--- src/rtl/trap_redirect_unit.sv ---
// Converts trap, trap-return and single-step events into a timed flush followed by a
// handshaked PC redirect to fetch. Optional event counters: define TRAP_REDIRECT_TRACE_EN.
module trap_redirect_unit #(
   parameter int unsigned FLUSH_CYCLES = 2,
   parameter int unsigned XLEN         = 32
) (
   input  logic            clk,
   input  logic            reset,
   input  logic            exception,
   input  logic            eret,
   input  logic            single_step,
   input  logic            retire,
   input  logic            csr_stall,
   input  logic [XLEN-1:0] evec,
   input  logic [XLEN-1:0] epc,
   input  logic            redirect_ready,
   output logic            redirect_valid,
   output logic [XLEN-1:0] redirect_pc,
   output logic            redirect_is_eret,
   output logic            flush,
   output logic            stall_pipe
`ifdef TRAP_REDIRECT_TRACE_EN
   ,
   output logic [31:0]     trap_count,
   output logic [31:0]     eret_count
`endif
);

   typedef enum logic [1:0] {
      IDLE,
      FLUSH,
      REDIRECT
   } state_t;

   localparam logic [3:0]      CNT_INIT   = 4'(FLUSH_CYCLES - 1);
   localparam logic [XLEN-1:0] ALIGN_MASK = ~XLEN'(3);

   state_t          state_q, state_d;
   logic [XLEN-1:0] target_q, target_d;
   logic            kind_q, kind_d;
   logic [3:0]      cnt_q, cnt_d;
   logic            event_any;
   logic            event_is_eret;

   // exception outranks eret; single-step only fires on an actual retirement
   assign event_any     = exception || eret || (single_step && retire);
   assign event_is_eret = !exception && eret;

   always_ff @(posedge clk or posedge reset) begin
      if (reset) begin
         state_q  <= IDLE;
         target_q <= '0;
         kind_q   <= 1'b0;
         cnt_q    <= '0;
      end else begin
         state_q  <= state_d;
         target_q <= target_d;
         kind_q   <= kind_d;
         cnt_q    <= cnt_d;
      end
   end

   always_comb begin
      state_d          = state_q;
      target_d         = target_q;
      kind_d           = kind_q;
      cnt_d            = cnt_q;
      flush            = 1'b0;
      redirect_valid   = 1'b0;
      redirect_pc      = '0;
      redirect_is_eret = 1'b0;
      case (state_q)
         IDLE: begin
            if (event_any) begin
               state_d  = FLUSH;
               cnt_d    = CNT_INIT;
               kind_d   = event_is_eret;
               target_d = event_is_eret ? epc : evec;
            end
         end
         FLUSH: begin
            flush = 1'b1;
            if (cnt_q == '0) begin
               state_d = REDIRECT;
            end else begin
               cnt_d = cnt_q - 4'd1;
            end
         end
         REDIRECT: begin
            redirect_valid   = 1'b1;
            redirect_pc      = target_q & ALIGN_MASK;
            redirect_is_eret = kind_q;
            if (redirect_ready) begin
               state_d = IDLE;
            end
         end
         default: begin
            state_d = IDLE;
         end
      endcase
   end

   assign stall_pipe = (state_q != IDLE) || csr_stall;

`ifdef TRAP_REDIRECT_TRACE_EN
   logic accept_trap;
   logic accept_eret;

   assign accept_trap = (state_q == IDLE) && event_any && !event_is_eret;
   assign accept_eret = (state_q == IDLE) && event_is_eret;

   always_ff @(posedge clk or posedge reset) begin
      if (reset) begin
         trap_count <= '0;
         eret_count <= '0;
      end else begin
         if (accept_trap) trap_count <= trap_count + 32'd1;
         if (accept_eret) eret_count <= eret_count + 32'd1;
      end
   end
`endif

endmodule

--- config.mk ---
export PLATFORM = sky130hd
export DESIGN_NAME = trap_redirect_unit
export DESIGN_NICKNAME = d
export VERILOG_FILES = /design/src/rtl/trap_redirect_unit.sv
export SDC_FILE = /design/constraint.sdc
export NUM_CORES = 1
export LEC_CHECK = 0
export ABC_AREA = 1
export ABC_CLOCK_PERIOD_IN_PS = 1550
export BUFFER_PORTS_ARGS = -buffer_cell sky130_fd_sc_hd__buf_2
export CORE_ASPECT_RATIO = 1.4
export CORE_UTILIZATION = 38
export DETAILED_ROUTE_END_ITERATION = 8
export GPL_ROUTABILITY_DRIVEN = 0
export PLACE_DENSITY = 0.69
export SLEW_MARGIN = 20
export SYNTH_ARGS = -nofsm -noshare
export SYNTH_HDL_FRONTEND = slang
export SYNTH_SLANG_ARGS = --single-unit
--- constraint.sdc ---
create_clock -name clk -period 1.55 [get_ports clk]
set_input_delay 0.155 -clock clk [delete_from_list [all_inputs] [get_ports clk]]
set_output_delay 0.155 -clock clk [all_outputs]
set_load 0.05 [all_outputs]
==> results of run 1 <==
-- critical path: cells and delay by family, from the launching register on --
family / cells / cell delay, ns
buf+inv: 3 / 0.41
flops: 1 / 0.43
simple gates: 2 / 0.24
-- cell usage in the layout (no fill, tap or decap), drive strengths merged --
cell type,instances
conb,2
inv,41
clkinv,2
clkbuf,6
dfrtp,37
nand2,104
xor2,1
nand3,33
nor2,43
o21ai,32
ha,1
o22ai,1
buf,114
dlygate4sd3,1
nand4,1
-- cell families (layout without fill, tap and decap cells) --
group | Yosys count | count (layout) | synth area share
xor+xnor | 1 | 1 | 0.00409
buf+inv | 61 | 164 | 0.140
compound gates | 33 | 33 | 0.0777
other cells | 1 | 2 | 0.00175
simple gates | 181 | 181 | 0.339
flops | 37 | 37 | 0.432
fa+ha+maj | 1 | 1 | 0.00584
-- metrics by stage --
step	cells	hold WS (ns)	total power, mW	setup TNS (ns)
after global placement	476	0.293	4.02	0
after global routing	487	0.0456	5.36	-0.0453
after detailed placement	476	0.293	4.07	0
after CTS	485	0.0361	4.82	0
final	487	0.0461	4.94	0
after floorplan	316	0.256	3.60	-3.41
-- final cells by class --
cell class	instances	area (µm²)	share of cell area
multi-input cells	218	1030	0.330
flip-flops and latches	37	926	0.297
repair buffers	115	841	0.269
inverters	41	156	0.0501
well taps	68	85.1	0.0273
clock buffers	6	72.6	0.0232
clock inverters	2	10.0	0.00321
-- metal layers --
layer	wire, µm	global-route usage	up-vias
li1	-	-	1163
met3	298	0.0480	8
met4	97	0.0743	0
met1	2370	0.236	1010
met2	2690	0.324	64
met5	0	0	-
-- final timing paths --
kind	startpoint	endpoint	slack (ns)	cells after the start
worst max-delay path	state_q[0]	redirect_pc[17]	0.03	5
worst min-delay path	redirect_ready	state_q[1]	0.05	2
worst max register to register	state_q[1]	target_q[3]	0.18	7
worst min register to register	kind_q	kind_q	0.49	2
max in group asynchronous	reset	target_q[21]	0.71	4
min in group asynchronous	reset	target_q[23]	0.51	4
-- flip-flops by register name, indices dropped and copies added, names as in the netlist --
name / cells
target_q: 30
cnt_q: 4
state_q: 2
kind_q: 1
-- power by group through the flow --
stage          logic [mW]  clock network, mW  registers (mW)
3_5_place_dp         2.49                  0            1.58
2_1_floorplan        2.06                  0            1.55
5_1_grt              3.04              0.700            1.62
3_3_place_gp         2.44                  0            1.57
6_report             2.73              0.637            1.57
4_1_cts              2.58              0.665            1.57
-- repair_timing --
action / CTS / global route
endpoints found under the setup margin: 31 / 31
pin swaps: 0 / 1
buffers inserted: 0 / 2
hold buffers: 1 / 0
endpoints found under the hold margin: 37 / 0
gates resized for setup: 36 / 34
==> flow_summary.yaml, run 1 <==
status:
  status: "finished clean"
power:
  clkPwrFrac: 0.129
  internal-power_mw: 2.64
  power.leakage_nw: 1.70
  p_sw_frac: 0.465
  switching_power_mw: 2.30
  p_seq_frac: 0.318
  pwr-share-comb: 0.553
  power_density_nw_per_um2: 1580
  peakVddDrop_mv: 1.11
synth:
  synth_common_cells: "nand2_1 (103), nor2_1 (43), inv_1 (40)"
  synth_edf_count: 0
  ys_top_cells_by_area: "dfrtp_1 (43%), nand2_1 (18%), nand3_1 (7.7%)"
  syn_avg_cell_area_um2: 6.80
  synth_flop_cell: "dfrtp_1"
  synth_cell_type_count: 17
  yosys_register_bits: 37
  async_flop_share: 1.00
  synth-seq-area-share: 0.432
  synth_most_common_cell: "nand2_1"
  yosysTopAreaCellShare: 0.432
  synth_largest_area_cell: "dfrtp_1"
  synth_cells: 315
  yosysWarningCount: 0
  synth_area_um2: 2140
route:
  drt_pass1_iterations: 6
  vias: 2245
  drc: 0
  viasPerCell: 4.61
  drtAntennaViolNets: 0
  routed_wl_mm: 5.46
  detail_route.wl_per_cell_um: 11.2
  drt_iter0_drc: 53
timing:
  period_share: 0.981
  skew_ns: 0.00450
  rsz0062_at_grt: "yes"
  max_freq_mhz: 658
  hold_violations: 0
  final.min_clock_period_ns: 1.52
  fin_ws_ns: 0.0293
  slew_viol_final: 0
  setup_viol: 0
hold_path:
  hold_class: "in -> reg"
floorplan:
  ios: 108
  die-area_um2: 5950
  die_h_um: 90.8
  core.rowCount: 32
  die_w_um: 65.5
  start_util: 0.391
  core_area_um2: 5490
global_route:
  track_usage: 0.194
  grt_max_degree: 38
  grt_pass1_vias: 2011
  grt_pass1_wl_mm: 8.83
  antenna_found_initial: 0
  overflow: 0
setup_path:
  crit_chain: "nor2_4, inv_2, buf_12, nor2_2, buf_6"
  critical_path_class: "reg -> out"
  critPathRequiredTime_ns: 1.39
  critPathSlowestCell: "dfrtp_1"
  cp-start-kind: "flip-flop"
  cp_slowest_stage_delay_ns: 0.43
  end_kind: "primary output"
  critPathArrivalTime_ns: 1.37
  worstPathMaxFanout: 16
layout:
  n_antenna_cell: 0
  nNetsFinal: 491
  syn_to_final_growth_pct: 45.7
  final_util: 0.569
  drive_above_1_share: 0.375
  stdcell_area_um2: 3120
  num-fill-cells: 539
place:
  dpl.hpwl_mm: 3.83
  place_area_um2: 2790
  numPortBuffers: 101
  post-place-ws_ns: 0.200
clock_network:
  numCtsBuffers: 5
  clk_pin_slew_ns: 0.07
  cts_root_buf: "clkbuf_8"
  clock_latency_ns: 0.29
  htree_levels: 2
  cts_tree: "done"
  cts_num_sinks: 37
  clk_path_buf_depth: 2
run:
  cap_violations: 0
Note: power is estimated with default switching activity, not from simulation.
==> inputs of run 2 (changes only) <==
--- a/config.mk
+++ b/config.mk
@@ -11,6 +11,6 @@
 export CORE_ASPECT_RATIO = 1.4
-export CORE_UTILIZATION = 38
+export CORE_UTILIZATION = 40
 export DETAILED_ROUTE_END_ITERATION = 8
 export GPL_ROUTABILITY_DRIVEN = 0
-export PLACE_DENSITY = 0.69
+export PLACE_DENSITY = 0.72
 export SLEW_MARGIN = 20
--- a/constraint.sdc
+++ b/constraint.sdc
@@ -3,2 +3,2 @@
 set_output_delay 0.155 -clock clk [all_outputs]
-set_load 0.05 [all_outputs]
+set_load 0.02 [all_outputs]
==> run 2 against run 1 <==
  * Largest power group unchanged
  * Global-route usage grew 0.097 points
  * Fmax grew 0.61%
  * Flip-flop and latch count did not move
  * Worst hold slack better by 0.0089 ns
  * Register-to-register slack about the same
  * Total power fell by 12%
  * Sequential power hardly changed
  * Sequential share of layout area grew 2.9 points
==> flow_summary.yaml, run 2 (synthesized netlist as in run 1, its figures left out) <==
layout:
  nNetsFinal: 486
  reg_top3: "target_q x30, cnt_q x4, state_q x2"
  drive_above_1_share: 0.288
  top_register: "target_q"
  final_cell_mix: "nand2_1 (103), buf_2 (78), nor2_1 (41)"
  n_antenna_cell: 0
  largest_register_ffs: 30
  syn_to_final_growth_pct: 32.9
  layout_commonest_cell: "nand2_1"
  fin_cells: 479
  num-fill-cells: 509
  stdcell_area_um2: 2850
  final_util: 0.552
global_route:
  grt_pass1_vias: 2047
  grt_max_degree: 35
  grt_pass1_wl_mm: 8.63
  antenna_found_initial: 0
  overflow: 0
  track_usage: 0.195
route:
  drt_pass1_iterations: 4
  drt_iter0_drc: 69
  detail_route.wl_per_cell_um: 11.2
  drc: 0
  viasPerCell: 4.76
  routed_wl_mm: 5.36
  vias: 2279
  drtAntennaViolNets: 0
setup_path:
  end_kind: "primary output"
  critPathRequiredTime_ns: 1.39
  worstPathMaxFanout: 32
  rr_endpoint: "cnt_q[0]"
  cp-start-kind: "flip-flop"
  reg2reg_depth: 7
  r2r-start: "cnt_q[0]"
  rrSetupSlack_ns: 0.19
  critical_path_class: "reg -> out"
  critPathArrivalTime_ns: 1.36
timing:
  final.min_clock_period_ns: 1.51
  period_share: 0.975
  hold_violations: 0
  skew_ns: 0.00560
  rsz0062_at_grt: "yes"
  slew_viol_final: 0
  setup_viol: 0
  fin_tns_setup_ns: 0
  holdWs_ns: 0.0549
  max_freq_mhz: 662
status:
  status: "finished clean"
floorplan:
  die_w_um: 63.8
  die-area_um2: 5660
  die_h_um: 88.6
  core_area_um2: 5160
  core.rowCount: 31
  ios: 108
  start_util: 0.415
hold_path:
  min-delay-start: "redirect_ready"
  hold_class: "in -> reg"
  min_path_cells: 2
  min_to: "state_q[1]"
clock_network:
  clk_path_buf_depth: 2
  cts_root_buf: "clkbuf_8"
  cts_num_sinks: 37
  cts_tree: "done"
  htree_levels: 2
  clk_pin_slew_ns: 0.07
  clock_latency_ns: 0.28
  numCtsBuffers: 5
power:
  power_density_nw_per_um2: 1520
  peakVddDrop_mv: 0.968
  power.leakage_nw: 1.65
place:
  place_area_um2: 2690
  numPortBuffers: 101
  dp_cells: 471
  dpl.hpwl_mm: 3.73
run:
  cap_violations: 0
-- run 2: worst max-delay path, cell delays in order (launching register included) --
cell and delay [ns]:
dfrtp_1 0.41, nor2_2 0.13, inv_1 0.07, buf_12 0.17, nor2_1 0.13, buf_4 0.16
-- run 2: worst max path at each step --
stage,from,endpoint
after global routing,state_q[0],redirect_pc[3]
after detailed placement,cnt_q[0],cnt_q[0]
final,state_q[0],redirect_pc[23]
after CTS,state_q[0],redirect_pc[23]
after floorplan,state_q[0],redirect_is_eret
after global placement,cnt_q[0],cnt_q[0]
-- run 2: power breakdown --
| part | leakage [nW] | internal, mW | total [mW] | switching [mW] |
|---|---|---|---|---|
| clock network | 0.0443 | 0.353 | 0.668 | 0.316 |
| registers | 0.461 | 1.42 | 1.57 | 0.149 |
| logic | 1.15 | 0.771 | 2.09 | 1.32 |
-- run 2: timing repair --
item	in CTS	in global routing
gates resized for setup	0	25
endpoints found under the hold margin	3	0
setup buffers	0	0
endpoints found under the setup margin	0	31
hold buffers	1	0
-- run 2: metal layers --
layer	vias to the layer above	GRT usage	part of all wire
met5	-	0	0
met2	73	0.363	0.52
met4	0	0.0661	0.011
met1	1051	0.226	0.42
met3	6	0.0335	0.050
li1	1149	-	-
-- run 2: per-stage QoR --
stage	setup WS (ns)	power, mW
after global routing	-0.0251	4.70
after global placement	0.273	3.57
final	0.0385	4.33
after CTS	0.00640	4.32
after detailed placement	0.232	3.63
after floorplan	0.0645	3.14
-- run 2: area by class of cell --
class / count / area, µm² / area share
inverter: 41 / 156 / 0.0549
sequential: 37 / 926 / 0.325
timing repair buffer: 110 / 671 / 0.236
tap: 66 / 82.6 / 0.0290
multi-input combinational: 218 / 926 / 0.325
clock buffer: 7 / 86.3 / 0.0303
==> inputs of run 3 (changes only) <==
- CORE_UTILIZATION: 40 -> 46
- CTS_CLUSTER_DIAMETER: unset -> 40
- PLACE_DENSITY: 0.72 -> 0.81
==> run 3 against run 2 <==
  * Sequential power barely moved
  * Fmax fell by 0.73%
  * Critical path depth did not move
  * First-iteration DRC count rose by 54%
  * Combinational power rose by 4%
  * Clock-buffer cell count rose by 1
  * Routed wire length rose by 1.9%
  * Via count rose by 2.2%
  * Global-route usage rose by 3.9 points
  * Critical endpoint is now redirect_pc[7]
  * Largest cell class is now multi-input gates
  * Largest power group unchanged
  * Highest routed layer unchanged
==> flow_summary.yaml, run 3 (synthesized netlist as in run 1, its figures left out) <==
status:
  status: "finished clean"
layout:
  drive_above_1_share: 0.312
  nNetsFinal: 489
  n_antenna_cell: 0
  reg_top3: "target_q x30, cnt_q x4, state_q x2"
  largest_register_ffs: 30
  layout_commonest_cell: "nand2_1"
  final_cell_mix: "nand2_1 (103), buf_2 (82), inv_1 (39)"
  syn_to_final_growth_pct: 34.1
  num-fill-cells: 467
  top_register: "target_q"
setup_path:
  critPathArrivalTime_ns: 1.37
  critPathRequiredTime_ns: 1.39
  cp-start-kind: "flip-flop"
  reg2reg_depth: 7
  rr_endpoint: "target_q[30]"
  rrSetupSlack_ns: 0.16
  cp_slowest_stage_delay_ns: 0.42
  critPathSlowestCell: "dfrtp_1"
  crit_chain: "nor2_2, inv_2, buf_6, nor2_1, buf_2"
  end_kind: "primary output"
  critical_path_class: "reg -> out"
  r2r-start: "state_q[0]"
  worstPathMaxFanout: 16
  critical_path_buf_inv_count: 3
  path_delay_family: "flip-flops"
power:
  power_density_nw_per_um2: 1530
  internal-power_mw: 2.54
  p_seq_frac: 0.361
  switching_power_mw: 1.84
  power.leakage_nw: 1.66
  peakVddDrop_mv: 1.00
  pwr-share-comb: 0.496
  p_sw_frac: 0.420
  clkPwrFrac: 0.143
floorplan:
  ios: 108
  die_h_um: 82.7
  die_w_um: 59.7
  die-area_um2: 4940
  start_util: 0.476
  core_area_um2: 4500
  core.rowCount: 29
global_route:
  grt_pass1_vias: 2094
  track_usage: 0.234
  grt_pass1_wl_mm: 8.68
  overflow: 0
  grt_max_degree: 38
  antenna_found_initial: 0
route:
  drt_iter0_drc: 106
  drt_pass1_iterations: 4
  drtAntennaViolNets: 0
  detail_route.wl_per_cell_um: 11.4
  drc: 0
  routed_wl_mm: 5.46
  vias: 2330
  viasPerCell: 4.86
timing:
  hold_violations: 0
  final.min_clock_period_ns: 1.52
  slew_viol_final: 0
  fin_tns_setup_ns: 0
  rsz0062_at_grt: "yes"
  period_share: 0.982
  holdWs_ns: 0.0585
  setup_viol: 0
  skew_ns: 0.00179
  max_freq_mhz: 657
clock_network:
  htree_levels: 2
  clk_path_buf_depth: 2
  cts_tree: "done"
  cts_num_sinks: 37
  numCtsBuffers: 5
  clk_pin_slew_ns: 0.07
  cts_root_buf: "clkbuf_8"
  clock_latency_ns: 0.28
place:
  dpl.hpwl_mm: 3.92
  numPortBuffers: 101
hold_path:
  hold_class: "in -> reg"
  min_path_cells: 2
  min_to: "state_q[1]"
  min-delay-start: "redirect_ready"
run:
  cap_violations: 0
run 3: cell count changes in the layout (fill, tap and decap cells not counted), moves of 2 or more:
cell      delta
buf_2        +4
buf_4        -3
buf_6        +2
clkbuf_1     +2
nor2_1       -8
nor2_2       +8
run 3: routing by layer:
layer,part of all wire,up-vias,track usage
li1,-,1160,-
met4,0.015,0,0.0814
met5,0,-,0
met3,0.068,13,0.0576
met2,0.52,104,0.420
met1,0.40,1053,0.265
run 3: repair_timing:
| action | 4_1_cts | 5_1_grt |
|---|---|---|
| gates resized for setup | 2 | 32 |
| buffers inserted | 0 | 2 |
| hold buffers | 1 | 0 |
| endpoints found under the hold margin | 37 | 0 |
| pin swaps | 0 | 1 |
| endpoints found under the setup margin | 3 | 31 |
run 3: how the worst max path moves through the flow:
stage	startpoint	to	slack (ns)	cells after the start
after floorplan	state_q[0]	redirect_is_eret	0.06	4
after global placement	cnt_q[0]	cnt_q[0]	0.29	7
after detailed placement	cnt_q[0]	cnt_q[0]	0.26	7
after CTS	state_q[0]	redirect_pc[13]	0.01	5
after global routing	state_q[1]	redirect_pc[3]	-0.02	6
final	state_q[0]	redirect_pc[7]	0.03	5
run 3: final cells by class:
cell class	count	area, µm²	area share
flip-flops and latches	37	926	0.322
inverters	41	156	0.0545
repair buffers	113	686	0.239
multi-input cells	218	946	0.329
clock buffers	8	80.1	0.0279
well taps	62	77.6	0.0270
run 3: power by group through the flow:
stage	clock network, mW	logic, mW	registers [mW]
after CTS	0.651	2.05	1.58
after detailed placement	0	2.03	1.59
after global routing	0.708	2.46	1.62
after floorplan	0	1.60	1.54
after global placement	0	1.97	1.56
final	0.626	2.18	1.58
run 3: metrics by stage:
| stage | power [mW] | setup WS (ns) | instance area [µm²] | util | instances |
|---|---|---|---|---|---|
| final | 4.39 | 0.0275 | 2870 | 0.638 | 479 |
| after global routing | 4.79 | -0.0171 | 2870 | 0.638 | 479 |
| after CTS | 4.28 | 0.00951 | 2770 | 0.617 | 477 |
| after detailed placement | 3.62 | 0.255 | 2680 | 0.595 | 468 |
| after global placement | 3.54 | 0.289 | 2680 | 0.595 | 468 |
| after floorplan | 3.14 | 0.0645 | 2150 | - | 316 |
